===== config.mk =====
export PLATFORM = sky130hd
export DESIGN_NAME = trap_controller_flat
export DESIGN_NICKNAME = d
export VERILOG_FILES = /design/src/rtl/trap_controller_pkg.sv /design/src/rtl/trap_controller_if.sv /design/src/rtl/trap_csr_file.sv /design/src/rtl/trap_controller.sv /design/src/flat_wrapper.sv
export SDC_FILE = /design/constraint.sdc
export NUM_CORES = 1
export LEC_CHECK = 0
export ABC_AREA = 1
export CORE_MARGIN = 2
export CORE_UTILIZATION = 35
export CTS_CLUSTER_SIZE = 10
export DETAILED_ROUTE_END_ITERATION = 8
export PLACE_DENSITY = 0.51
export SETUP_SLACK_MARGIN = 0.2
export SLEW_MARGIN = 20
export SYNTH_ARGS = -nofsm -noshare
export SYNTH_HDL_FRONTEND = slang
export SYNTH_SLANG_ARGS = --single-unit

===== constraint.sdc =====
create_clock -name clk -period 2.98 [get_ports clk]
set_input_delay 0.447 -clock clk [delete_from_list [all_inputs] [get_ports clk]]
set_output_delay 0.447 -clock clk [all_outputs]
set_load 0.05 [all_outputs]

===== src/rtl/trap_controller_pkg.sv =====
// Shared definitions for the trap controller slice: CSR addresses, mstatus
// field positions, exception cause codes, privilege encodings, FSM state type
// and the xtval source selection helper.
package trap_controller_pkg;

  // CSR addresses
  localparam logic [11:0] CSR_SSTATUS  = 12'h100;
  localparam logic [11:0] CSR_STVEC    = 12'h105;
  localparam logic [11:0] CSR_SSCRATCH = 12'h140;
  localparam logic [11:0] CSR_SEPC     = 12'h141;
  localparam logic [11:0] CSR_SCAUSE   = 12'h142;
  localparam logic [11:0] CSR_STVAL    = 12'h143;
  localparam logic [11:0] CSR_MSTATUS  = 12'h300;
  localparam logic [11:0] CSR_MEDELEG  = 12'h302;
  localparam logic [11:0] CSR_MTVEC    = 12'h305;
  localparam logic [11:0] CSR_MSCRATCH = 12'h340;
  localparam logic [11:0] CSR_MEPC     = 12'h341;
  localparam logic [11:0] CSR_MCAUSE   = 12'h342;
  localparam logic [11:0] CSR_MTVAL    = 12'h343;

  // mstatus bit positions
  localparam int unsigned MSTATUS_SIE    = 1;
  localparam int unsigned MSTATUS_MIE    = 3;
  localparam int unsigned MSTATUS_SPIE   = 5;
  localparam int unsigned MSTATUS_MPIE   = 7;
  localparam int unsigned MSTATUS_SPP    = 8;
  localparam int unsigned MSTATUS_MPP_LO = 11;
  localparam int unsigned MSTATUS_MPP_HI = 12;

  // Exception cause codes
  localparam logic [4:0] EXCEPT_INST_MISALIGNED  = 5'd0;
  localparam logic [4:0] EXCEPT_ILLEGAL_INST     = 5'd2;
  localparam logic [4:0] EXCEPT_BREAKPOINT       = 5'd3;
  localparam logic [4:0] EXCEPT_ECALL_U          = 5'd8;
  localparam logic [4:0] EXCEPT_ECALL_S          = 5'd9;
  localparam logic [4:0] EXCEPT_ECALL_M          = 5'd11;
  localparam logic [4:0] EXCEPT_INST_PAGE_FAULT  = 5'd12;
  localparam logic [4:0] EXCEPT_LOAD_PAGE_FAULT  = 5'd13;
  localparam logic [4:0] EXCEPT_STORE_PAGE_FAULT = 5'd15;
  localparam logic [4:0] EXCEPT_DO_NOTHING       = 5'h1F;

  // Privilege levels
  localparam logic [1:0] PRIV_U = 2'b00;
  localparam logic [1:0] PRIV_S = 2'b01;
  localparam logic [1:0] PRIV_M = 2'b11;

  typedef enum logic {StIdle, StRedirect} trap_state_e;

  // Trap value recorded in xtval for a given cause.
  function automatic logic [31:0] tval_select(input logic [4:0]  cause,
                                              input logic [31:0] inst,
                                              input logic [31:0] va_imem,
                                              input logic [31:0] va_dmem);
    case (cause)
      EXCEPT_INST_MISALIGNED, EXCEPT_INST_PAGE_FAULT:  return va_imem;
      EXCEPT_ILLEGAL_INST:                             return inst;
      EXCEPT_LOAD_PAGE_FAULT, EXCEPT_STORE_PAGE_FAULT: return va_dmem;
      default:                                         return 32'h0;
    endcase
  endfunction

endpackage


===== src/rtl/trap_controller_if.sv =====
// Bus between the trap controller and the rest of the pipeline.
//   CSR port (EX):   csr_addr, csr_we, csr_wdata -> csr_rdata, csr_illegal
//   Redirect (IF):   redirect_valid, redirect_pc -> fetch_stall
// master: pipeline side; slave: trap controller side.
interface trap_controller_if;
  logic [11:0] csr_addr;
  logic        csr_we;
  logic [31:0] csr_wdata;
  logic [31:0] csr_rdata;
  logic        csr_illegal;
  logic        fetch_stall;
  logic        redirect_valid;
  logic [31:0] redirect_pc;

  modport master (
    output csr_addr, csr_we, csr_wdata, fetch_stall,
    input  csr_rdata, csr_illegal, redirect_valid, redirect_pc
  );

  modport slave (
    input  csr_addr, csr_we, csr_wdata, fetch_stall,
    output csr_rdata, csr_illegal, redirect_valid, redirect_pc
  );
endinterface


===== src/rtl/trap_csr_file.sv =====
// Trap CSR storage: write masks, combinational read mux, csr_illegal, and the
// trap-entry / xret field updates requested by trap_controller.
// Ports: clk, rst (sync, active-high); priv_mode; CSR port (csr_addr, csr_we,
// csr_wdata, csr_rdata, csr_illegal); trap_m/trap_s/do_mret/do_sret strobes
// with trap_cause/trap_epc/trap_tval; medeleg, mtvec, stvec, mepc, sepc,
// mpp, spp values for the controller.
module trap_csr_file
  import trap_controller_pkg::*;
#(
  parameter logic [31:0] MTVEC_RESET = 32'h0000_0000
) (
  input  logic        clk,
  input  logic        rst,
  input  logic [1:0]  priv_mode,
  input  logic [11:0] csr_addr,
  input  logic        csr_we,
  input  logic [31:0] csr_wdata,
  output logic [31:0] csr_rdata,
  output logic        csr_illegal,
  input  logic        trap_m,
  input  logic        trap_s,
  input  logic        do_mret,
  input  logic        do_sret,
  input  logic [4:0]  trap_cause,
  input  logic [31:0] trap_epc,
  input  logic [31:0] trap_tval,
  output logic [31:0] medeleg,
  output logic [31:0] mtvec,
  output logic [31:0] stvec,
  output logic [31:0] mepc,
  output logic [31:0] sepc,
  output logic [1:0]  mpp,
  output logic        spp
);

  logic        mie_q, mpie_q, sie_q, spie_q, spp_q;
  logic [1:0]  mpp_q;
  logic [31:0] medeleg_q, mtvec_q, stvec_q, mepc_q, sepc_q;
  logic [31:0] mcause_q, scause_q, mtval_q, stval_q, mscratch_q, sscratch_q;
  logic [31:0] mstatus_rd, sstatus_rd;
  logic        implemented, wr_en;

  assign mstatus_rd = {19'b0, mpp_q, 2'b0, spp_q, mpie_q, 1'b0, spie_q, 1'b0,
                       mie_q, 1'b0, sie_q, 1'b0};
  assign sstatus_rd = {23'b0, spp_q, 2'b0, spie_q, 3'b0, sie_q, 1'b0};

  always_comb begin
    implemented = 1'b1;
    csr_rdata   = 32'h0;
    case (csr_addr)
      CSR_MSTATUS:  csr_rdata = mstatus_rd;
      CSR_SSTATUS:  csr_rdata = sstatus_rd;
      CSR_MEDELEG:  csr_rdata = medeleg_q;
      CSR_MTVEC:    csr_rdata = mtvec_q;
      CSR_STVEC:    csr_rdata = stvec_q;
      CSR_MEPC:     csr_rdata = mepc_q;
      CSR_SEPC:     csr_rdata = sepc_q;
      CSR_MCAUSE:   csr_rdata = mcause_q;
      CSR_SCAUSE:   csr_rdata = scause_q;
      CSR_MTVAL:    csr_rdata = mtval_q;
      CSR_STVAL:    csr_rdata = stval_q;
      CSR_MSCRATCH: csr_rdata = mscratch_q;
      CSR_SSCRATCH: csr_rdata = sscratch_q;
      default:      implemented = 1'b0;
    endcase
  end

  assign csr_illegal = !implemented || (csr_addr[9:8] > priv_mode);
  // An illegal access becomes a trap downstream; never let it modify state.
  assign wr_en = csr_we && !csr_illegal;

  always_ff @(posedge clk) begin
    if (rst) begin
      {mie_q, mpie_q, sie_q, spie_q, spp_q} <= '0;
      mpp_q      <= PRIV_U;
      medeleg_q  <= '0;
      mtvec_q    <= {MTVEC_RESET[31:2], 2'b00};
      stvec_q    <= '0;
      mepc_q     <= '0;
      sepc_q     <= '0;
      mcause_q   <= '0;
      scause_q   <= '0;
      mtval_q    <= '0;
      stval_q    <= '0;
      mscratch_q <= '0;
      sscratch_q <= '0;
    end else if (trap_m) begin
      mepc_q   <= trap_epc;
      mcause_q <= {27'b0, trap_cause};
      mtval_q  <= trap_tval;
      mpie_q   <= mie_q;
      mie_q    <= 1'b0;
      mpp_q    <= priv_mode;
    end else if (trap_s) begin
      sepc_q   <= trap_epc;
      scause_q <= {27'b0, trap_cause};
      stval_q  <= trap_tval;
      spie_q   <= sie_q;
      sie_q    <= 1'b0;
      spp_q    <= priv_mode[0];
    end else if (do_mret) begin
      mie_q  <= mpie_q;
      mpie_q <= 1'b1;
      mpp_q  <= PRIV_U;
    end else if (do_sret) begin
      sie_q  <= spie_q;
      spie_q <= 1'b1;
      spp_q  <= 1'b0;
    end else if (wr_en) begin
      case (csr_addr)
        CSR_MSTATUS: begin
          mie_q  <= csr_wdata[MSTATUS_MIE];
          mpie_q <= csr_wdata[MSTATUS_MPIE];
          sie_q  <= csr_wdata[MSTATUS_SIE];
          spie_q <= csr_wdata[MSTATUS_SPIE];
          spp_q  <= csr_wdata[MSTATUS_SPP];
          // Reserved MPP encoding 10 collapses to U.
          mpp_q  <= (csr_wdata[MSTATUS_MPP_HI:MSTATUS_MPP_LO] == 2'b10) ? PRIV_U
                    : csr_wdata[MSTATUS_MPP_HI:MSTATUS_MPP_LO];
        end
        CSR_SSTATUS: begin
          sie_q  <= csr_wdata[MSTATUS_SIE];
          spie_q <= csr_wdata[MSTATUS_SPIE];
          spp_q  <= csr_wdata[MSTATUS_SPP];
        end
        CSR_MEDELEG:  medeleg_q  <= csr_wdata & ~(32'h1 << EXCEPT_ECALL_M);
        CSR_MTVEC:    mtvec_q    <= {csr_wdata[31:2], 2'b00};
        CSR_STVEC:    stvec_q    <= {csr_wdata[31:2], 2'b00};
        CSR_MEPC:     mepc_q     <= {csr_wdata[31:2], 2'b00};
        CSR_SEPC:     sepc_q     <= {csr_wdata[31:2], 2'b00};
        CSR_MCAUSE:   mcause_q   <= csr_wdata;
        CSR_SCAUSE:   scause_q   <= csr_wdata;
        CSR_MTVAL:    mtval_q    <= csr_wdata;
        CSR_STVAL:    stval_q    <= csr_wdata;
        CSR_MSCRATCH: mscratch_q <= csr_wdata;
        CSR_SSCRATCH: sscratch_q <= csr_wdata;
        default: ;
      endcase
    end
  end

  assign medeleg = medeleg_q;
  assign mtvec   = mtvec_q;
  assign stvec   = stvec_q;
  assign mepc    = mepc_q;
  assign sepc    = sepc_q;
  assign mpp     = mpp_q;
  assign spp     = spp_q;

endmodule


===== src/rtl/trap_controller.sv =====
// Trap controller: commits MEM-stage traps (with M/S delegation via medeleg)
// and mret/sret, owns the privilege mode, and drives a registered fetch
// redirect that is held until fetch accepts it.
// Ports: clk, rst (sync, active-high); trapID, trap_pc, faulting_inst,
// faulting_va_imem, faulting_va_dmem, mret_i, sret_i from MEM/hazard;
// bus (slave) carries the CSR port and the redirect handshake; priv_mode out.
module trap_controller
  import trap_controller_pkg::*;
#(
  parameter logic [31:0] MTVEC_RESET = 32'h0000_0000,
  parameter int unsigned XLEN        = 32
) (
  input  logic            clk,
  input  logic            rst,
  input  logic [4:0]      trapID,
  input  logic [XLEN-1:0] trap_pc,
  input  logic [XLEN-1:0] faulting_inst,
  input  logic [XLEN-1:0] faulting_va_imem,
  input  logic [XLEN-1:0] faulting_va_dmem,
  input  logic            mret_i,
  input  logic            sret_i,
  trap_controller_if.slave bus,
  output logic [1:0]      priv_mode
);

  trap_state_e state_q, state_d;
  logic        redirect_valid_q, redirect_valid_d;
  logic [31:0] redirect_pc_q, redirect_pc_d;
  logic [1:0]  priv_q, priv_d;

  logic        trap_m, trap_s, do_mret, do_sret, csr_we_gated;
  logic        trap_take, delegate;
  logic [31:0] medeleg, mtvec, stvec, mepc, sepc;
  logic [1:0]  mpp;
  logic        spp;

  assign trap_take = (trapID != EXCEPT_DO_NOTHING);
  assign delegate  = (priv_q != PRIV_M) && medeleg[trapID];

  always_comb begin
    state_d          = state_q;
    redirect_valid_d = redirect_valid_q;
    redirect_pc_d    = redirect_pc_q;
    priv_d           = priv_q;
    trap_m           = 1'b0;
    trap_s           = 1'b0;
    do_mret          = 1'b0;
    do_sret          = 1'b0;
    csr_we_gated     = bus.csr_we;
    case (state_q)
      StIdle: begin
        // The flushed instruction's CSR write is squashed on trap/xret.
        if (trap_take) begin
          csr_we_gated     = 1'b0;
          state_d          = StRedirect;
          redirect_valid_d = 1'b1;
          if (delegate) begin
            trap_s        = 1'b1;
            priv_d        = PRIV_S;
            redirect_pc_d = stvec;
          end else begin
            trap_m        = 1'b1;
            priv_d        = PRIV_M;
            redirect_pc_d = mtvec;
          end
        end else if (mret_i) begin
          csr_we_gated     = 1'b0;
          do_mret          = 1'b1;
          priv_d           = mpp;
          redirect_pc_d    = mepc;
          state_d          = StRedirect;
          redirect_valid_d = 1'b1;
        end else if (sret_i) begin
          csr_we_gated     = 1'b0;
          do_sret          = 1'b1;
          priv_d           = {1'b0, spp};
          redirect_pc_d    = sepc;
          state_d          = StRedirect;
          redirect_valid_d = 1'b1;
        end
      end
      StRedirect: begin
        if (!bus.fetch_stall) begin
          state_d          = StIdle;
          redirect_valid_d = 1'b0;
        end
      end
      default: state_d = StIdle;
    endcase
  end

  always_ff @(posedge clk) begin
    if (rst) begin
      state_q          <= StIdle;
      redirect_valid_q <= 1'b0;
      redirect_pc_q    <= '0;
      priv_q           <= PRIV_M;
    end else begin
      state_q          <= state_d;
      redirect_valid_q <= redirect_valid_d;
      redirect_pc_q    <= redirect_pc_d;
      priv_q           <= priv_d;
    end
  end

  trap_csr_file #(
    .MTVEC_RESET(MTVEC_RESET)
  ) u_csr_file (
    .clk        (clk),
    .rst        (rst),
    .priv_mode  (priv_q),
    .csr_addr   (bus.csr_addr),
    .csr_we     (csr_we_gated),
    .csr_wdata  (bus.csr_wdata),
    .csr_rdata  (bus.csr_rdata),
    .csr_illegal(bus.csr_illegal),
    .trap_m     (trap_m),
    .trap_s     (trap_s),
    .do_mret    (do_mret),
    .do_sret    (do_sret),
    .trap_cause (trapID),
    .trap_epc   ({trap_pc[31:2], 2'b00}),
    .trap_tval  (tval_select(trapID, faulting_inst, faulting_va_imem, faulting_va_dmem)),
    .medeleg    (medeleg),
    .mtvec      (mtvec),
    .stvec      (stvec),
    .mepc       (mepc),
    .sepc       (sepc),
    .mpp        (mpp),
    .spp        (spp)
  );

  assign bus.redirect_valid = redirect_valid_q;
  assign bus.redirect_pc    = redirect_pc_q;
  assign priv_mode          = priv_q;

endmodule


===== src/flat_wrapper.sv =====
// flat-port wrapper written by rule: the top's interface ports become plain ports
module trap_controller_flat import trap_controller_pkg::*;
#(
  parameter logic [31:0] MTVEC_RESET = 32'h0000_0000,
  parameter int unsigned XLEN        = 32
)
  (clk, rst, trapID, trap_pc, faulting_inst, faulting_va_imem, faulting_va_dmem, mret_i, sret_i, priv_mode, bus_csr_addr, bus_csr_we, bus_csr_wdata, bus_fetch_stall, bus_csr_rdata, bus_csr_illegal, bus_redirect_valid, bus_redirect_pc);
  trap_controller_if bus_i ();
  input  logic clk;
  input  logic rst;
  input  logic [4:0] trapID;
  input  logic [XLEN-1:0] trap_pc;
  input  logic [XLEN-1:0] faulting_inst;
  input  logic [XLEN-1:0] faulting_va_imem;
  input  logic [XLEN-1:0] faulting_va_dmem;
  input  logic mret_i;
  input  logic sret_i;
  output logic [1:0] priv_mode;
  input wire logic [$bits(bus_i.csr_addr)-1:0] bus_csr_addr;
  input wire logic [$bits(bus_i.csr_we)-1:0] bus_csr_we;
  input wire logic [$bits(bus_i.csr_wdata)-1:0] bus_csr_wdata;
  input wire logic [$bits(bus_i.fetch_stall)-1:0] bus_fetch_stall;
  output wire logic [$bits(bus_i.csr_rdata)-1:0] bus_csr_rdata;
  output wire logic [$bits(bus_i.csr_illegal)-1:0] bus_csr_illegal;
  output wire logic [$bits(bus_i.redirect_valid)-1:0] bus_redirect_valid;
  output wire logic [$bits(bus_i.redirect_pc)-1:0] bus_redirect_pc;
  assign bus_i.csr_addr = bus_csr_addr;
  assign bus_i.csr_we = bus_csr_we;
  assign bus_i.csr_wdata = bus_csr_wdata;
  assign bus_i.fetch_stall = bus_fetch_stall;
  assign bus_csr_rdata = bus_i.csr_rdata;
  assign bus_csr_illegal = bus_i.csr_illegal;
  assign bus_redirect_valid = bus_i.redirect_valid;
  assign bus_redirect_pc = bus_i.redirect_pc;
  trap_controller #(.MTVEC_RESET(MTVEC_RESET), .XLEN(XLEN)) u_core (.clk(clk), .rst(rst), .trapID(trapID), .trap_pc(trap_pc), .faulting_inst(faulting_inst), .faulting_va_imem(faulting_va_imem), .faulting_va_dmem(faulting_va_dmem), .mret_i(mret_i), .sret_i(sret_i), .bus(bus_i), .priv_mode(priv_mode));
endmodule

======== Word-level counts from Yosys, hierarchy flattened ========
Index checks and enable logic that the tools add are counted.
operators by class
  order comparisons ....................... 2
  equality and inequality tests ........... 29
  muxes and demuxes ....................... 104
  bitwise logic cells ..................... 5
  reduce and logical (&&, ||, !) cells .... 43
operators with widths
  operator              number
  $mux 32               31
  $pmux 32 s13          1
  $pmux 32 s3           1
  $eq 12x10->1 const B  7
  $eq 12x9->1 const B   6
  $mux 1                51
  $reduce_and 5->1      7
  $mux 5                6
  $reduce_and 6->1      5
  $mux 2                11
  $reduce_bool 2->1     10
  $eq 5x4->1 const B    3
  $reduce_bool 3->1     5
  $reduce_or 13->1      1
  $ne 2x1->1 const B    6
  $reduce_and 4->1      3
  $reduce_or 2->1       4
  $lt 5x6->1 const B    1
  $bmux 1 s5            1
  $eq 5x2->1 const B    1
  $logic_not 5->1       1
  $ne 5x5->1 const B    1
  $not 1->1             5
  $ne 2x2->1 const B    2
  other kinds (9)       13
storage, ports and cells
  bits in registers ....................... 388
  input port bits ......................... 183
  output and inout bits ................... 68
  word-level logic and storage cells ...... 205

======== Logic depth before layout (Yosys ltp) ========
  depth in word-level cells ............... 12
  gate-level depth with buffers ........... 17

======== Modules after synthesis ========
From an unflattened synthesis, not the netlist that was laid out.
unflattened totals
  cell total of the unflattened synthesis .. 3,385
  area, all modules ....................... 21,752.1 µm²
modules (own cells, without submodules)
  module           instances  cells an instance  area an instance (µm²)  seq. area each (µm²)
  trap_csr_file    1          2,708              18,056.1                7,086.8
  trap_controller  1          677                3,696.0                 720.7

======== Worst setup path after synthesis ========
OpenSTA, ideal clock, no wires.
  kind .................................... input-to-output
  from .................................... in bus_csr_addr[11]
  to ...................................... out bus_csr_rdata[23]
  arrival time ............................ 2,102 ps
  required time ........................... 2,533 ps
  path slack .............................. 431 ps
  cell stages on the path ................. 9
  buffers on the path ..................... 1
  path through ............................ nor2_1 -> nand2_1 -> nor2_2 -> nand3_1 -> inv_1 -> buf_1 -> a22o_1 -> a21oi_1 -> nand4_1
between the ends
  longest elaborated chain between the ends .. 2
ends and longest elaborated chain
  item                                                RTL line             text
  from (decl)                                         flat_wrapper.sv:19   input wire logic [$bits(bus_i.csr_addr)-1:0] bus_csr_addr;
  $eq 12x9->1 / $eq 12x10->1 (equally long branches)  trap_csr_file.sv:50  case (csr_addr)
  $pmux 32 s13 (*)                                    trap_csr_file.sv:50
  to (decl)                                           flat_wrapper.sv:23   output wire logic [$bits(bus_i.csr_rdata)-1:0] bus_csr_rdata;
Mark *: on every way between the ends. The rest lies on a longest branch, timed or not.

======== Final worst setup path ========
  from .................................... in bus_csr_addr[9]
  to ...................................... out bus_csr_rdata[10]
The elaborated chain is that of the path after synthesis.

==> metrics <==
power per cell area=468 nW/um^2; Synth Flop Type=dfxtp_1; clk_lat worst skew=0.59 ns; post-synthesis instance total=2866; Core Box Area=53800 sq um; Post-synth ARST share=0; Worst Setup End Kind=output port; Register Area=7690 sq um; fraction of final layout cells sized beyond drive strength 1=0.169; drt total wl=96.1 mm; total global routing overflow=0; ANT cells=0; GRT Total Usage=0.332; fin util=0.507; largest net degree at the start of global routing=123; global-route wire length before repair=140 mm; min Tclk post-route=2.72 ns; # rows=85; RSZ-0062 raised after global routing=yes; post-synthesis compound-gate area fraction=0.221; leakage power=12.0 nW; Synth Area in Adders=0.00131; Initial Util=0.354; Avg Inst Size Synth=6.64 sq um; Via-to-Cell Ratio=5.67; CTS tree=done; Critical R2R Capture=u_core.u_csr_file.stvec[27]$_SDFFE_PP0P_; First-pass DRT Iterations=8; H-tree Lvls=2; post-route ant nets=0; via count=22.5k; worst-path fanout max=6; worst slew pin tran=1.01 ns; crit path to=bus_csr_rdata[10]; maxcap violations=0; most frequent cells in the layout=663 x nand2_1, 395 x nor2_1, 384 x dfxtp_1; Comb power frac=0.136; # IOs=251; DRC violations left=0; nets@finish=3437; final std cells w/o fill=3972; critical path arrival=2.27 ns; hold_ws=0.264 ns; wire length per cell=24.2 microns; Seq/Total Area, Yosys=0.404; Slew Viols, Final=0; Slew headroom=0.324; crit path from=bus_csr_addr[9]; Area growth, synth to finish=43.3%; Synth Area in XOR/XNOR=0; Die X-Extent=237 microns; largest family of logic cells by synthesized area=simple AND/OR/NAND/NOR gates; Post-DP Area=24700 sq um; Fmax=368 MHz; Hold Vio Cnt, Final=0; R2R Path Start=u_core.priv_mode[1]$_SDFFE_PP1P_; die height=237 microns; P_sw=3.58 mW; commonest non-fill, non-tap cell in the layout=nand2_1; count of different cell masters after synthesis=37; initial antenna violation count=3; Worst-path clk slew=0.06 ns; multi-input logic area=10600 sq um; Filler cells=5258; Detailed Place HPWL=66.6 mm; number of synthesized flops with an enable pin=0; Clock Power Share=0.439; Post-Syn Area=19000 sq um; Longest Clk Path Bufs=3; peak supply drop=0.000370 V; synth top area cells=dfxtp_1 40%, nand2_1 13%, o21ai_0 9.7%; clk root buf=clkbuf_16; FF+latch count, synth=384; Int Power=9.18 mW; dpl cells=3864; Synth Warn #=0; Worst Reg-to-Reg Cells=12; crit share post-route=0.911; sw frac=0.281; I/O Buffers=246; Post-Synth Simple-Gate Area=0.297; CTS Buf Count=48; Final Setup Violations=0; GP Congestion=0.939; run status=finished, final reports clean; Yosys top cell area share=0.404; die area=56300 sq um; Reg power frac=0.425; mux share of post-synthesis cell area=0; DRT iter0 DRCs=2794; Critical Setup Path Class=input pin to output port; Crit path required time=2.53 ns; post-synth top area cell=dfxtp_1; Num Clock Sinks=384; Setup crit start kind=input pin; Worst Skew=0.0185 ns; number of global-route vias before repair=20.8k; Hold WC Path Type=input pin to flip-flop; reg-to-reg slack, setup=0.49 ns; fin area=27300 sq um
through the flow:
stage,TNS (ns),setup slack [ns],power [mW]
detailed placement,-41.31,-0.522,7.18
global placement,-32.25,-0.667,7.17
CTS,0,0.190,12.7
global route,0,0.196,13.1
finish,0,0.264,12.8
floorplan,0,0.431,6.30
routing by layer:
layer	global-route usage	vias up	routed length [microns]
li1	-	10400	-
met1	0.502	10700	43800
met2	0.459	1284	38200
met3	0.0903	141	11600
met4	0.0861	4	2370
met5	0	-	27
worst max-delay path, stage by stage:
cell     delay (ns)
buf_4          0.10
inv_4          0.05
nand2_2        0.07
nor2_4         0.06
buf_6          0.12
nand3_4        0.09
inv_6          0.05
buf_12         0.15
buf_4          0.16
a22o_1         0.28
nor3_4         0.25
buf_4          0.16
nand3_4        0.10
buf_12         0.17
cell families (layout without fill, tap and decap cells):
| logic type | after synthesis | count (layout) |
|---|---|---|
| flip-flops | 384 | 384 |
| adder cells (fa/ha/maj) | 2 | 2 |
| buffers and inverters | 375 | 784 |
| AO/OA/AOI/OAI | 746 | 746 |
| AND/OR/NAND/NOR | 1358 | 1358 |
| other | 1 | 2 |
power by group through the flow:
stage / Clock, mW / Sequential (mW) / Combinational (mW)
CTS: 5.65 / 5.41 / 1.68
floorplan: 0 / 5.57 / 0.731
detailed placement: 0 / 5.52 / 1.66
global route: 5.83 / 5.43 / 1.87
global placement: 0 / 5.51 / 1.65
finish: 5.60 / 5.42 / 1.74
worst min-delay path by stage:
stage / startpoint / to / slack [ns] / cells past startpoint
floorplan: u_core.u_csr_file.mepc[31]$_SDFFE_PP0P_ / u_core.u_csr_file.mepc[31]$_SDFFE_PP0P_ / 0.46 / 2
global placement: u_core.u_csr_file.scause_q[13]$_SDFFE_PP0P_ / u_core.u_csr_file.scause_q[13]$_SDFFE_PP0P_ / 0.48 / 2
detailed placement: u_core.u_csr_file.scause_q[24]$_SDFFE_PP0P_ / u_core.u_csr_file.scause_q[24]$_SDFFE_PP0P_ / 0.48 / 2
CTS: rst / u_core.priv_mode[1]$_SDFFE_PP1P_ / 0.24 / 3
global route: rst / u_core.priv_mode[1]$_SDFFE_PP1P_ / 0.28 / 3
finish: rst / u_core.priv_mode[1]$_SDFFE_PP1P_ / 0.26 / 3
cell usage after synthesis, types with 3 or more instances:
| cell | count |
|---|---|
| nand3_2 | 3 |
| clkbuf_1 | 167 |
| o211ai_1 | 35 |
| nand3_1 | 96 |
| o21ai_0 | 371 |
| o21ai_1 | 25 |
| buf_2 | 35 |
| nand4_1 | 111 |
| nor2_1 | 406 |
| a221oi_1 | 20 |
| inv_2 | 7 |
| nor2_4 | 4 |
| a21oi_1 | 209 |
| nand2_1 | 679 |
| inv_1 | 151 |
| nor2_2 | 6 |
| a22o_1 | 56 |
| buf_1 | 12 |
| nor3_1 | 47 |
| a32o_1 | 10 |
| dfxtp_1 | 384 |
| a22oi_1 | 13 |
state kept, by name, indices dropped and copies added (netlist names), 30 cells and up:
name / flops
u_core.u_csr_file.mtval_q: 32
u_core.u_csr_file.stval_q: 32
u_core.u_csr_file.medeleg: 31
u_core.u_csr_file.scause_q: 32
u_core.u_csr_file.mcause_q: 32
u_core.u_csr_file.mscratch_q: 32
u_core.u_csr_file.sepc: 30
u_core.bus.redirect_pc: 30
u_core.u_csr_file.mepc: 30
u_core.u_csr_file.mtvec: 30
u_core.u_csr_file.sscratch_q: 32
u_core.u_csr_file.stvec: 30
area by class of cell:
class,instances,area share
Tap cell,696,0.0319
Sequential cell,384,0.282
Multi-Input combinational cell,2108,0.388
Timing Repair Buffer,551,0.223
Clock inverter,7,0.00261
Clock buffer,67,0.0500
Inverter,159,0.0232
repair_timing:
item	CTS	global route
cloned	4	2
endpoints found under the setup margin	33	67
setup buffers	24	4
pin swaps	33	22
endpoints found under the hold margin	0	0
hold buffers	0	0
resized for setup	196	54
(Power assumes the default switching activity.)
